File: config.mk
export PLATFORM = sky130hd
export DESIGN_NAME = lsu_ctrl
export DESIGN_NICKNAME = d
export VERILOG_FILES = /design/src/rtl/lsu_ctrl.sv
export SDC_FILE = /design/constraint.sdc
export NUM_CORES = 1
export LEC_CHECK = 0
export ABC_AREA = 1
export CORE_MARGIN = 1
export CORE_UTILIZATION = 50
export CTS_CLUSTER_DIAMETER = 60
export CTS_CLUSTER_SIZE = 25
export DETAILED_ROUTE_END_ITERATION = 10
export GPL_ROUTABILITY_DRIVEN = 0
export PLACE_DENSITY = 0.83
export SLEW_MARGIN = 15
export SYNTH_ARGS = -nofsm -noshare
export SYNTH_HDL_FRONTEND = slang
export SYNTH_SLANG_ARGS = --single-unit
File: constraint.sdc
create_clock -name clk -period 8.4 [get_ports clk]
set_clock_uncertainty 0.1 [all_clocks]
set_input_delay 1.68 -clock clk [delete_from_list [all_inputs] [get_ports clk]]
set_output_delay 1.68 -clock clk [all_outputs]
set_load 0.005 [all_outputs]
File: src/rtl/lsu_ctrl.sv
// lsu_ctrl -- load/store unit between the CPU execute stage and a 4-bank
// (byte-lane) data memory with asynchronous read.
//
// One request is in flight at a time. Accepted requests are checked for a
// legal funct3, for falling inside the data-memory window and (in the default
// build) for natural alignment. Illegal requests answer in one cycle with
// rsp_err=1 and never touch memory. Legal ones take one word beat, or two
// when the access straddles a word boundary.
//
// Build option: define MISALIGN_EN to make misaligned accesses legal; the
// second beat state exists only in that build.
//
// Ports:
//   clk, reset            clock, synchronous active-high reset
//   req_valid/req_ready   request handshake (ready only while idle)
//   req_we, req_funct3    store flag and RV32 size/sign code
//   req_addr, req_wdata   byte address, right-justified store data
//   rsp_valid/rsp_ready   response handshake (response held while stalled)
//   rsp_rdata, rsp_err    extended load data (0 for stores/errors), error flag
//   daddr, dwdata, dwe    word address, lane-shifted write data, lane enables
//   drdata                memory read data for daddr
module lsu_ctrl #(
   parameter logic [31:0] DMEM_BASE  = 32'h0000_0000,
   parameter int unsigned DMEM_BYTES = 16384
) (
   input  logic        clk,
   input  logic        reset,
   input  logic        req_valid,
   output logic        req_ready,
   input  logic        req_we,
   input  logic [2:0]  req_funct3,
   input  logic [31:0] req_addr,
   input  logic [31:0] req_wdata,
   output logic        rsp_valid,
   input  logic        rsp_ready,
   output logic [31:0] rsp_rdata,
   output logic        rsp_err,
   output logic [31:0] daddr,
   output logic [31:0] dwdata,
   output logic [3:0]  dwe,
   input  logic [31:0] drdata
);

   typedef enum logic [1:0] {
      S_IDLE = 2'd0,
      S_ACC0 = 2'd1,
`ifdef MISALIGN_EN
      S_ACC1 = 2'd2,
`endif
      S_RESP = 2'd3
   } state_t;

   state_t      state;
   logic        ready_q;
   logic [3:0]  dwe_q;
   logic        we_q;
   logic [2:0]  f3_q;
   logic [1:0]  off_q;

   // ---------------- request decode ----------------
   logic [1:0]  off;
   logic [2:0]  sz;
   logic [3:0]  ones;
   logic        legal_f3;
   logic        in_win;
   logic        req_err;
   logic [3:0]  beat0_dwe;
   logic [32:0] addr33, last33, win_lo, win_hi;

   assign off = req_addr[1:0];

   always_comb begin
      case (req_funct3[1:0])
         2'b00:   begin sz = 3'd1; ones = 4'b0001; end
         2'b01:   begin sz = 3'd2; ones = 4'b0011; end
         default: begin sz = 3'd4; ones = 4'b1111; end
      endcase
   end

   always_comb begin
      if (req_we)
         legal_f3 = (req_funct3 == 3'b000) || (req_funct3 == 3'b001) ||
                    (req_funct3 == 3'b010);
      else
         legal_f3 = (req_funct3 == 3'b000) || (req_funct3 == 3'b001) ||
                    (req_funct3 == 3'b010) || (req_funct3 == 3'b100) ||
                    (req_funct3 == 3'b101);
   end

   // 33-bit window arithmetic so an access near 4 GiB cannot wrap back in
   assign addr33 = {1'b0, req_addr};
   assign last33 = addr33 + {30'd0, sz} - 33'd1;
   assign win_lo = {1'b0, DMEM_BASE};
   assign win_hi = win_lo + 33'(DMEM_BYTES) - 33'd1;
   assign in_win = (addr33 >= win_lo) && (last33 <= win_hi);

`ifdef MISALIGN_EN
   logic [7:0]  m8;
   logic        crossing;
   logic        cross_q;
   logic [3:0]  mhi_q;
   logic [31:0] wdata_q;
   logic [31:0] lo_q;

   assign m8        = {4'b0000, ones} << off;
   assign crossing  = ({1'b0, off} + sz) > 3'd4;
   assign req_err   = !legal_f3 || !in_win;
   assign beat0_dwe = req_we ? m8[3:0] : 4'b0000;
`else
   logic [3:0]  m4;
   logic        aligned;

   assign m4        = ones << off;
   assign aligned   = (off == 2'b00) || (sz == 3'd1) || ((sz == 3'd2) && !off[0]);
   assign req_err   = !legal_f3 || !in_win || !aligned;
   assign beat0_dwe = req_we ? m4 : 4'b0000;
`endif

   // ---------------- load data extraction ----------------
   // In the second beat the previous word is the low half of the pair.
   logic [63:0] rd_pair;
   logic [31:0] rd_al;
   logic [31:0] rd_ext;

   always_comb begin
      rd_pair = {32'h0, drdata};
`ifdef MISALIGN_EN
      if (state == S_ACC1)
         rd_pair = {drdata, lo_q};
`endif
   end

   assign rd_al = 32'(rd_pair >> {off_q, 3'b000});

   always_comb begin
      case (f3_q[1:0])
         2'b00:   rd_ext = f3_q[2] ? {24'h0, rd_al[7:0]}  : {{24{rd_al[7]}}, rd_al[7:0]};
         2'b01:   rd_ext = f3_q[2] ? {16'h0, rd_al[15:0]} : {{16{rd_al[15]}}, rd_al[15:0]};
         default: rd_ext = rd_al;
      endcase
   end

   // ---------------- control FSM ----------------
   always_ff @(posedge clk) begin
      if (reset) begin
         state     <= S_IDLE;
         ready_q   <= 1'b0;
         rsp_valid <= 1'b0;
         rsp_err   <= 1'b0;
         rsp_rdata <= '0;
         daddr     <= '0;
         dwdata    <= '0;
         dwe_q     <= '0;
         we_q      <= 1'b0;
         f3_q      <= '0;
         off_q     <= '0;
`ifdef MISALIGN_EN
         cross_q   <= 1'b0;
         mhi_q     <= '0;
         wdata_q   <= '0;
         lo_q      <= '0;
`endif
      end else begin
         case (state)
            S_IDLE: begin
               if (req_valid && ready_q) begin
                  ready_q <= 1'b0;
                  we_q    <= req_we;
                  f3_q    <= req_funct3;
                  off_q   <= off;
`ifdef MISALIGN_EN
                  cross_q <= crossing;
                  mhi_q   <= req_we ? m8[7:4] : 4'b0000;
                  wdata_q <= req_wdata;
`endif
                  if (req_err) begin
                     state     <= S_RESP;
                     rsp_valid <= 1'b1;
                     rsp_err   <= 1'b1;
                     rsp_rdata <= '0;
                  end else begin
                     state  <= S_ACC0;
                     daddr  <= {req_addr[31:2], 2'b00};
                     dwe_q  <= beat0_dwe;
                     dwdata <= req_wdata << {off, 3'b000};
                  end
               end else begin
                  ready_q <= 1'b1;
               end
            end
            S_ACC0: begin
`ifdef MISALIGN_EN
               lo_q <= drdata;
               if (cross_q) begin
                  state  <= S_ACC1;
                  daddr  <= daddr + 32'd4;
                  dwe_q  <= mhi_q;
                  dwdata <= wdata_q >> (6'd32 - {1'b0, off_q, 3'b000});
               end else
`endif
               begin
                  state     <= S_RESP;
                  dwe_q     <= '0;
                  rsp_valid <= 1'b1;
                  rsp_err   <= 1'b0;
                  rsp_rdata <= we_q ? '0 : rd_ext;
               end
            end
`ifdef MISALIGN_EN
            S_ACC1: begin
               state     <= S_RESP;
               dwe_q     <= '0;
               rsp_valid <= 1'b1;
               rsp_err   <= 1'b0;
               rsp_rdata <= we_q ? '0 : rd_ext;
            end
`endif
            S_RESP: begin
               if (rsp_ready) begin
                  state     <= S_IDLE;
                  rsp_valid <= 1'b0;
                  ready_q   <= 1'b1;
               end
            end
            default: state <= S_IDLE;
         endcase
      end
   end

   assign req_ready = ready_q;
   // a store in flight is abandoned the moment reset rises
   assign dwe = reset ? 4'b0000 : dwe_q;

endmodule

[Word-level counts from Yosys, hierarchy flattened]
Index checks and enable logic that the tools add are counted.
Word-level totals
  register bits after elaboration: 109
  memories kept: 0
  bits in latches: 0
  bits in read-only memories: 0
  RAM bits: 0
  output and inout bits: 103
  logic and storage cells: 90
Operators by class
  eq/ne operators: 14
  multipliers: 0
  bitwise logic cells: 1
  div/mod/pow operators: 0
  add/sub/neg operators: 2
  magnitude comparators: 2
  reductions and logical operators: 30
  shifts and indexed selects: 3
  muxes and demuxes: 27
Operators with widths (number)
  2-to-1 mux 32 bit: 5
  one-hot mux 32 bit (2 select lines): 2
  adder 32 x 3 -> 33 bit: 1
  less-or-equal comparator 33 x 14 -> 1 bit, second input constant: 1
  subtractor 33 x 1 -> 33 bit, second input constant: 1
  >= comparator 32 x 1 -> 1 bit, second input constant: 1
  << shifter 32 x 5 -> 32 bit: 1
  right shift 32 x 5 -> 32 bit: 1
  2-to-1 mux 4 bit: 4
  one-hot mux 4 bit (2 select lines): 2
  AND reduction 3 bit: 3
  zero test 2 bit: 4
  logical OR 1 bit: 8
  != test 2 bit, second input constant: 4
  == test 2 x 1 -> 1 bit, second input constant: 3
  == test 3 x 1 -> 1 bit, second input constant: 2
  == test 3 x 2 -> 1 bit, second input constant: 2
  == test 3 bit, second input constant: 2
  2-to-1 mux 1 bit: 6
  2-to-1 mux 2 bit: 3
  one-hot mux 2 bit (3 select lines): 1
  one-hot mux 3 bit (2 select lines): 1
  AND reduction 2 bit: 3
  zero test 1 bit: 4
  10 further kinds: 14

[Logic depth before layout (Yosys ltp)]
Gate-level depths: netlist of the first run.
  depth after elaboration: 12
  mapped depth: 28
  mapped depth without buffers: 26

[Worst setup path before layout of the first run]
No wires, ideal clock.
  kind: in2reg
  from: in req_addr[1]
  to: reg dwdata[21]
  library setup time: 0.135 ns
  required time: 8.165 ns
  data arrival time: 4.802 ns
  path slack: 3.363 ns
  stages: 26
  buffers on the path: 4
  cells stage by stage: clkbuf_1 > inv_1 > clkbuf_1 > ha_1 > inv_1 > ha_1 > inv_1 > fa_1 > inv_1 > nand3_1 > nand3_1 > nand2_1 > nand2_1 > nand3_1 > nand2_1 > nand2_1 > nand2_1 > nand3_1 > nor2_1 > nand2_1 > nor2_2 > nand3_2 > buf_6 > buf_2 > nor2_1 > nor3b_2
On the way
  cells in the longest elaborated chain, start to end: 9
  elaborated cells on any way between the ends: 15
  those cells by class: add/sub (2); order compare (2); shift (1); bitwise (1); reduce/logical (9)
Ends and longest elaborated chain
  start, declared: line 32  | input logic [31:0] req_addr,
  adder 32 x 3 -> 33 bit: line 92  | assign last33 = addr33 + {30'd0, sz} - 33'd1;
  subtractor 33 x 1 -> 33 bit: line 92
  less-or-equal comparator 33 x 14 -> 1 bit: line 95  | assign in_win = (addr33 >= win_lo) && (last33 <= win_hi);
  logical AND 1 bit: line 95
  zero test 1 bit: line 115  | assign req_err = !legal_f3 || !in_win || !aligned;
  logical OR 1 bit (2 in a row): line 115
  NOT 1 bit (no source line)
  AND reduction 3 bit (no source line)
  end signal, assigned: line 185  | dwdata <= req_wdata << {off, 3'b000};
  end, declared: line 39  | output logic [31:0] dwdata,
Parallel ways exist; a longest one is shown, timed or not.
A chain may end at the register's enable or synchronous reset.

[Worst setup path in the final report of the first run]
  from: in req_addr[1]
  to: reg dwdata[11]
The elaborated chain is that of the path after synthesis.

==> impl_metrics.yaml, run 1 <==
timing:
  relSlewSlack_pct: 35.0
  fin_tns_setup_ps: 0
  setup_viol: 0
  hold_violations: 0
  timing.final.crit_period_ps: 6200
  fin_crit_sh_pct: 73.9
  worst_slew_pin_slew_ps: 971
  max_freq_mhz: 161
  setup_ws_ps: 2200
  maxSlewViolCount: 0
  rsz0062_at_grt: "no"
floorplan:
  die_h_um: 129
  start_util_pct: 51.0
  coreArea_um2: 15800
  fp-row-count: 46
  dieArea_um2: 16600
  top_level_ports: 207
  dieWidth_um: 129
worst_setup_path:
  rr_worst_depth: 8
  path_common_cell: "nand3_1"
  cp.depth: 23
  max_stage_delay_ps: 500
  r2r-end: "rsp_rdata[23]"
  r2r-start: "off_q[0]"
  required_ps: 8520
  worstSetupPathType: "input pin to register"
  path_cells: "clkdlybuf4s50_1 > buf_4 > inv_1 > ha_1 > inv_1 > ha_1 > inv_1 > fa_1 > inv_1 > nand3_1 > nand3_1 > nand3_1 > nand3_1 > nand2_1 > nand2_1 > nand3_1 > nor2_1 > nand3_1 > nor2_2 > nand3_4 > buf_4 > o21ai_1 > nor2_1"
  crit_fanout: 87
  crit_path_end_kind: "register"
  crit_arrival_ps: 6320
  cp-start-kind: "input pin"
  critical_path.top_delay_family: "buffers and inverters"
  r2r_setup_slack_ps: 4670
  crit_slowest_cell: "buf_4"
  path_buf_inv: 7
final_layout:
  multiInputGateArea_um2: 4720
  fin_nets: 1657
  drive_above_1_share_pct: 2.95
  fillers: 1455
  regArea_um2: 2180
  final_common_cell: "nand2_1"
  final_cell_mix: "nand2_1 (455), inv_1 (234), clkdlybuf4s50_1 (203)"
  fin_area_um2: 10400
  area.growth.synth_to_final_pct: 29.6
  fin_cells: 1739
  diodes: 0
routing:
  wl_um: 22800
  dr.pass1.iters: 7
  drt-initial-drc-count: 518
  drc: 0
  wire_per_inst_um: 13.1
  postRouteAntennaNets: 0
  via_per_inst: 5.00
  num_vias: 8696
logic_synthesis:
  netlist_area_um2: 8040
  yosysTopAreaCell: "dfxtp_1"
  synth_seq_cells: 109
  yosys_warnings: 0
  synth_top_area_share_pct: 27.1
  synth_edf_count: 0
  synth_seq_area_share_pct: 27.1
  synth_area_leaders: "dfxtp_1 (27%), nand2_1 (21%), inv_1 (11%)"
  synth_cell_types: 37
  syn_avg_cell_area_um2: 5.94
  synth_ff_type: "dfxtp_1"
  synthArstFlopShare_pct: 0
  synth_cells: 1354
global_routing:
  grt_antenna_before_repair: 0
  gr-usage-all-layers_pct: 27.7
  grt_max_degree: 88
  grt_pass1_vias: 8068
  grt_pass1_wl_um: 36900
  grt_overflow: 0
cts:
  cts_tree: "yes"
  clock_latency_ps: 360
  clock-sinks: 109
  cts_inserted_buffers: 9
  ctsHtreeMaxLevel: 3
  post_cts_buffers: 0
  ctsLongestPathBuffers: 2
  cts-hold-fix-buffers: 0
  cts_resized: 0
  clk_pin_slew_ps: 80
  root_buffer: "clkbuf_16"
status:
  outcome: "finished clean"
job:
  maxCapViolCount: 0
place:
  dp.cells: 1723
  place_ws_ps: 1890
  port_buffers: 204
  dp_hpwl_um: 17100
  dpl_cell_area_um2: 10100
power_and_ir_drop:
  power_per_cell_area_nw_per_um2: 170
  ir_worst_vdd_uv: 117
  power.leakage_nw: 5.22
hold_path:
  hold_path_class: "register to register"
  hold_path.startpoint: "rsp_rdata[21]"
  min_to: "rsp_rdata[21]"
  hold-path-cell-count: 2
[area by class of cell]
cell class,count,area share (%)
clock buffers,10,2.29
clock inverters,6,0.588
inverters,237,8.53
multi-input cells,953,45.2
flip-flops and latches,109,20.9
well taps,216,2.59
repair buffers,208,19.8
[stage by stage]
| stage | total power [mW] | hold WS (ps) | utilization (%) |
|---|---|---|---|
| global placement | 1.33 | 348 | 64.2 |
| global route | 1.89 | 379 | 66.1 |
| finish | 1.78 | 363 | 66.1 |
| detailed placement | 1.34 | 354 | 64.2 |
| floorplan | 1.08 | 356 | - |
| CTS | 1.78 | 365 | 66.1 |
[report_power, final]
part | leakage (nW) | switching (mW) | internal (mW) | total, mW
clock | 0.144 | 0.218 | 0.217 | 0.435
combinational | 4.20 | 0.417 | 0.285 | 0.702
sequential | 0.882 | 0.0586 | 0.581 | 0.639
[cell usage after synthesis (3+ instances only)]
cell      instances
buf_4             5
ha_1             34
nor3b_1          42
dfxtp_1         109
o211ai_1         11
nor2_1          143
nand2_1         455
a21oi_1          75
a31oi_1           9
nand3_1          47
nor3b_2          10
inv_1           234
nor3_1            7
o21ai_0          44
buf_6             3
nor2_2            8
mux2i_1          25
nand4_1           8
buf_2            14
buf_1             4
o21ai_1          10
nand3b_1          9
clkbuf_1         30
[logic make-up (layout without fill, tap and decap cells)]
logic type               count (synthesis)  in the layout  synth area share (%)
other                                    1              2                0.0466
AND/OR/NAND/NOR                        735            735                  39.3
buffers and inverters                  293            461                  14.4
flip-flops                             109            109                  27.1
XOR/XNOR                                 1              1                 0.109
multiplexers                            25             25                  3.11
adder cells (fa/ha/maj)                 35             35                  5.54
AO/OA/AOI/OAI                          155            155                  10.3
[worst min-delay path, delay by kind of cell (launching register included)]
family          cells  cell delay, ps
compound gates      1              50
flops               1             310
simple gates        1              60
[how the worst max path moves through the flow]
stage          slack [ps]    endpoint   startpoint
6_report             2200  dwdata[11]  req_addr[1]
5_1_grt              1740  dwdata[25]  req_addr[1]
4_1_cts              2250  dwdata[23]  req_addr[1]
3_5_place_dp         1890  dwdata[11]  req_addr[1]
3_3_place_gp         2040   dwdata[8]  req_addr[1]
2_1_floorplan        3360  dwdata[21]  req_addr[1]
[layer usage]
metal	part of all wire [%]	track usage, %
met3	7.5	6.40
met2	48	49.1
met5	0	0
met1	43	33.0
met4	2.1	8.51
[state kept, by name (all words and copies together), names as in the netlist]
name	count
daddr	30
dwdata	32
dwe_q	4
f3_q	3
off_q	2
req_ready	1
rsp_err	1
rsp_rdata	32
rsp_valid	1
state	2
we_q	1
Power figures use the tool's default switching activity.
==> inputs of run 2 (changes only) <==
==> constraint.sdc (replaced) <==
create_clock -name clk -period 5.95 [get_ports clk]
set_clock_uncertainty 0.1 [all_clocks]
set_input_delay 1.19 -clock clk [delete_from_list [all_inputs] [get_ports clk]]
set_output_delay 1.19 -clock clk [all_outputs]
set_load 0.005 [all_outputs]
==> run 2 against run 1 <==
Effect of this change: flip-flop and latch count unchanged; largest cell class unchanged; clock power up 46%; die area unchanged; highest routed layer unchanged; critical endpoint is now daddr[21]; sequential share of layout area is 0.057 points lower.
==> impl_metrics.yaml, run 2 (synthesized netlist as in run 1, its figures left out) <==
timing:
  hold_violations: 0
  fin_tns_setup_ps: 0
  rsz0062_at_grt: "no"
  worst_slew_pin_slew_ps: 1140
  timing.final.crit_period_ps: 4740
  max_freq_mhz: 211
  maxSlewViolCount: 0
  fin_crit_sh_pct: 79.7
  setup_viol: 0
  relSlewSlack_pct: 23.7
  setup_ws_ps: 1210
global_routing:
  grt_pass1_wl_um: 36900
  grt_use_met3_pct: 7.11
  grt_antenna_before_repair: 0
  grt_overflow: 0
  top_usage_layer: "met2"
  gr-usage-all-layers_pct: 27.6
  use_met2_pct: 48.1
  grt_max_degree: 124
  met1_usage_pct: 32.8
  grt_pass1_vias: 8076
worst_setup_path:
  crit_fanout: 123
  critical_path.top_delay_family: "simple AND/OR/NAND/NOR gates"
  crit_slowest_cell: "clkdlybuf4s50_1"
  crit_path_end_kind: "register"
  worstSetupPathType: "input pin to register"
  required_ps: 6120
  path_buf_inv: 6
  crit_arrival_ps: 4920
  r2r-end: "rsp_rdata[19]"
  cp-start-kind: "input pin"
  rr_worst_depth: 8
  r2r-start: "off_q[0]"
  path_common_cell: "nand2_1"
  r2r_setup_slack_ps: 2270
  max_stage_delay_ps: 440
cts:
  ctsLongestPathBuffers: 2
  cts_tree: "yes"
  post_cts_buffers: 0
  clock_latency_ps: 360
  ctsHtreeMaxLevel: 3
  clock-sinks: 109
  clk_pin_slew_ps: 80
  cts-hold-fix-buffers: 0
  cts_inserted_buffers: 9
  root_buffer: "clkbuf_16"
  cts_resized: 0
floorplan:
  top_level_ports: 207
  dieArea_um2: 16600
  die_h_um: 129
  start_util_pct: 51.0
  fp-row-count: 46
  coreArea_um2: 15800
  dieWidth_um: 129
final_layout:
  fin_nets: 1659
  area.growth.synth_to_final_pct: 30.0
  diodes: 0
  drive_above_1_share_pct: 2.95
  reg_top3: "dwdata (32), rsp_rdata (32), daddr (30)"
  final_common_cell: "nand2_1"
  final_cell_mix: "nand2_1 (455), inv_1 (234), clkdlybuf4s50_1 (203)"
routing:
  drt-initial-drc-count: 545
  dr.pass1.iters: 6
  num_vias: 8711
  wl_um: 22400
  wire_per_inst_um: 12.9
  postRouteAntennaNets: 0
  via_per_inst: 5.00
  drc: 0
power_and_ir_drop:
  power.leakage_nw: 5.24
  power_per_cell_area_nw_per_um2: 241
  ir_worst_vdd_uv: 176
hold_path:
  hold-path-cell-count: 2
  min_to: "rsp_rdata[30]"
  hold_path.startpoint: "rsp_rdata[30]"
  hold_path_class: "register to register"
job:
  maxCapViolCount: 0
place:
  dp_hpwl_um: 17000
  port_buffers: 204
  place_ws_ps: 624
status:
  outcome: "finished clean"
## run 2: worst max path at each step
stage	slack [ps]	to	depth (start not counted)	startpoint
final	1210	daddr[21]	25	req_funct3[1]
after global routing	780	daddr[21]	26	req_funct3[1]
after CTS	1000	dwdata[2]	27	req_funct3[1]
after detailed placement	620	dwdata[2]	27	req_funct3[1]
after global placement	810	dwdata[1]	27	req_funct3[1]
after floorplan	1400	dwdata[21]	26	req_addr[1]
## run 2: power breakdown
group	leakage (nW)	internal, mW	total (mW)	switching, mW
Sequential	0.882	0.820	0.902	0.0821
Clock	0.152	0.336	0.636	0.300
Combinational	4.21	0.403	0.987	0.584
Total	5.24	1.56	2.52	0.966
## run 2: area by class of cell
class,instances,area [µm²]
Timing Repair Buffer,210,2090
Multi-Input combinational cell,953,4710
Clock buffer,10,229
Clock inverter,6,83.8
Inverter,237,890
Sequential cell,109,2180
Tap cell,216,270
Fill cell,1473,5310
## run 2: metrics by stage
stage	utilization, %	instances	hold slack [ps]	power, mW	cell area [µm²]
final	66.3	1741	363	2.52	10500
after CTS	66.3	1741	367	2.53	10500
after floorplan	-	1355	356	1.53	8050
after detailed placement	64.3	1725	353	1.89	10100
after global routing	66.3	1741	381	2.70	10500
after global placement	64.3	1725	348	1.88	10100
## run 2: metal layers
metal | share of wire, % | routed length [µm]
met5 | 0 | 0
met3 | 7.8 | 1750
met1 | 42 | 9490
met4 | 2.2 | 497
met2 | 48 | 10700
## run 2: worst min-delay path: stages (launching register included)
cell and delay (ps):
dfxtp_1 310, nand2_1 60, a21oi_1 50
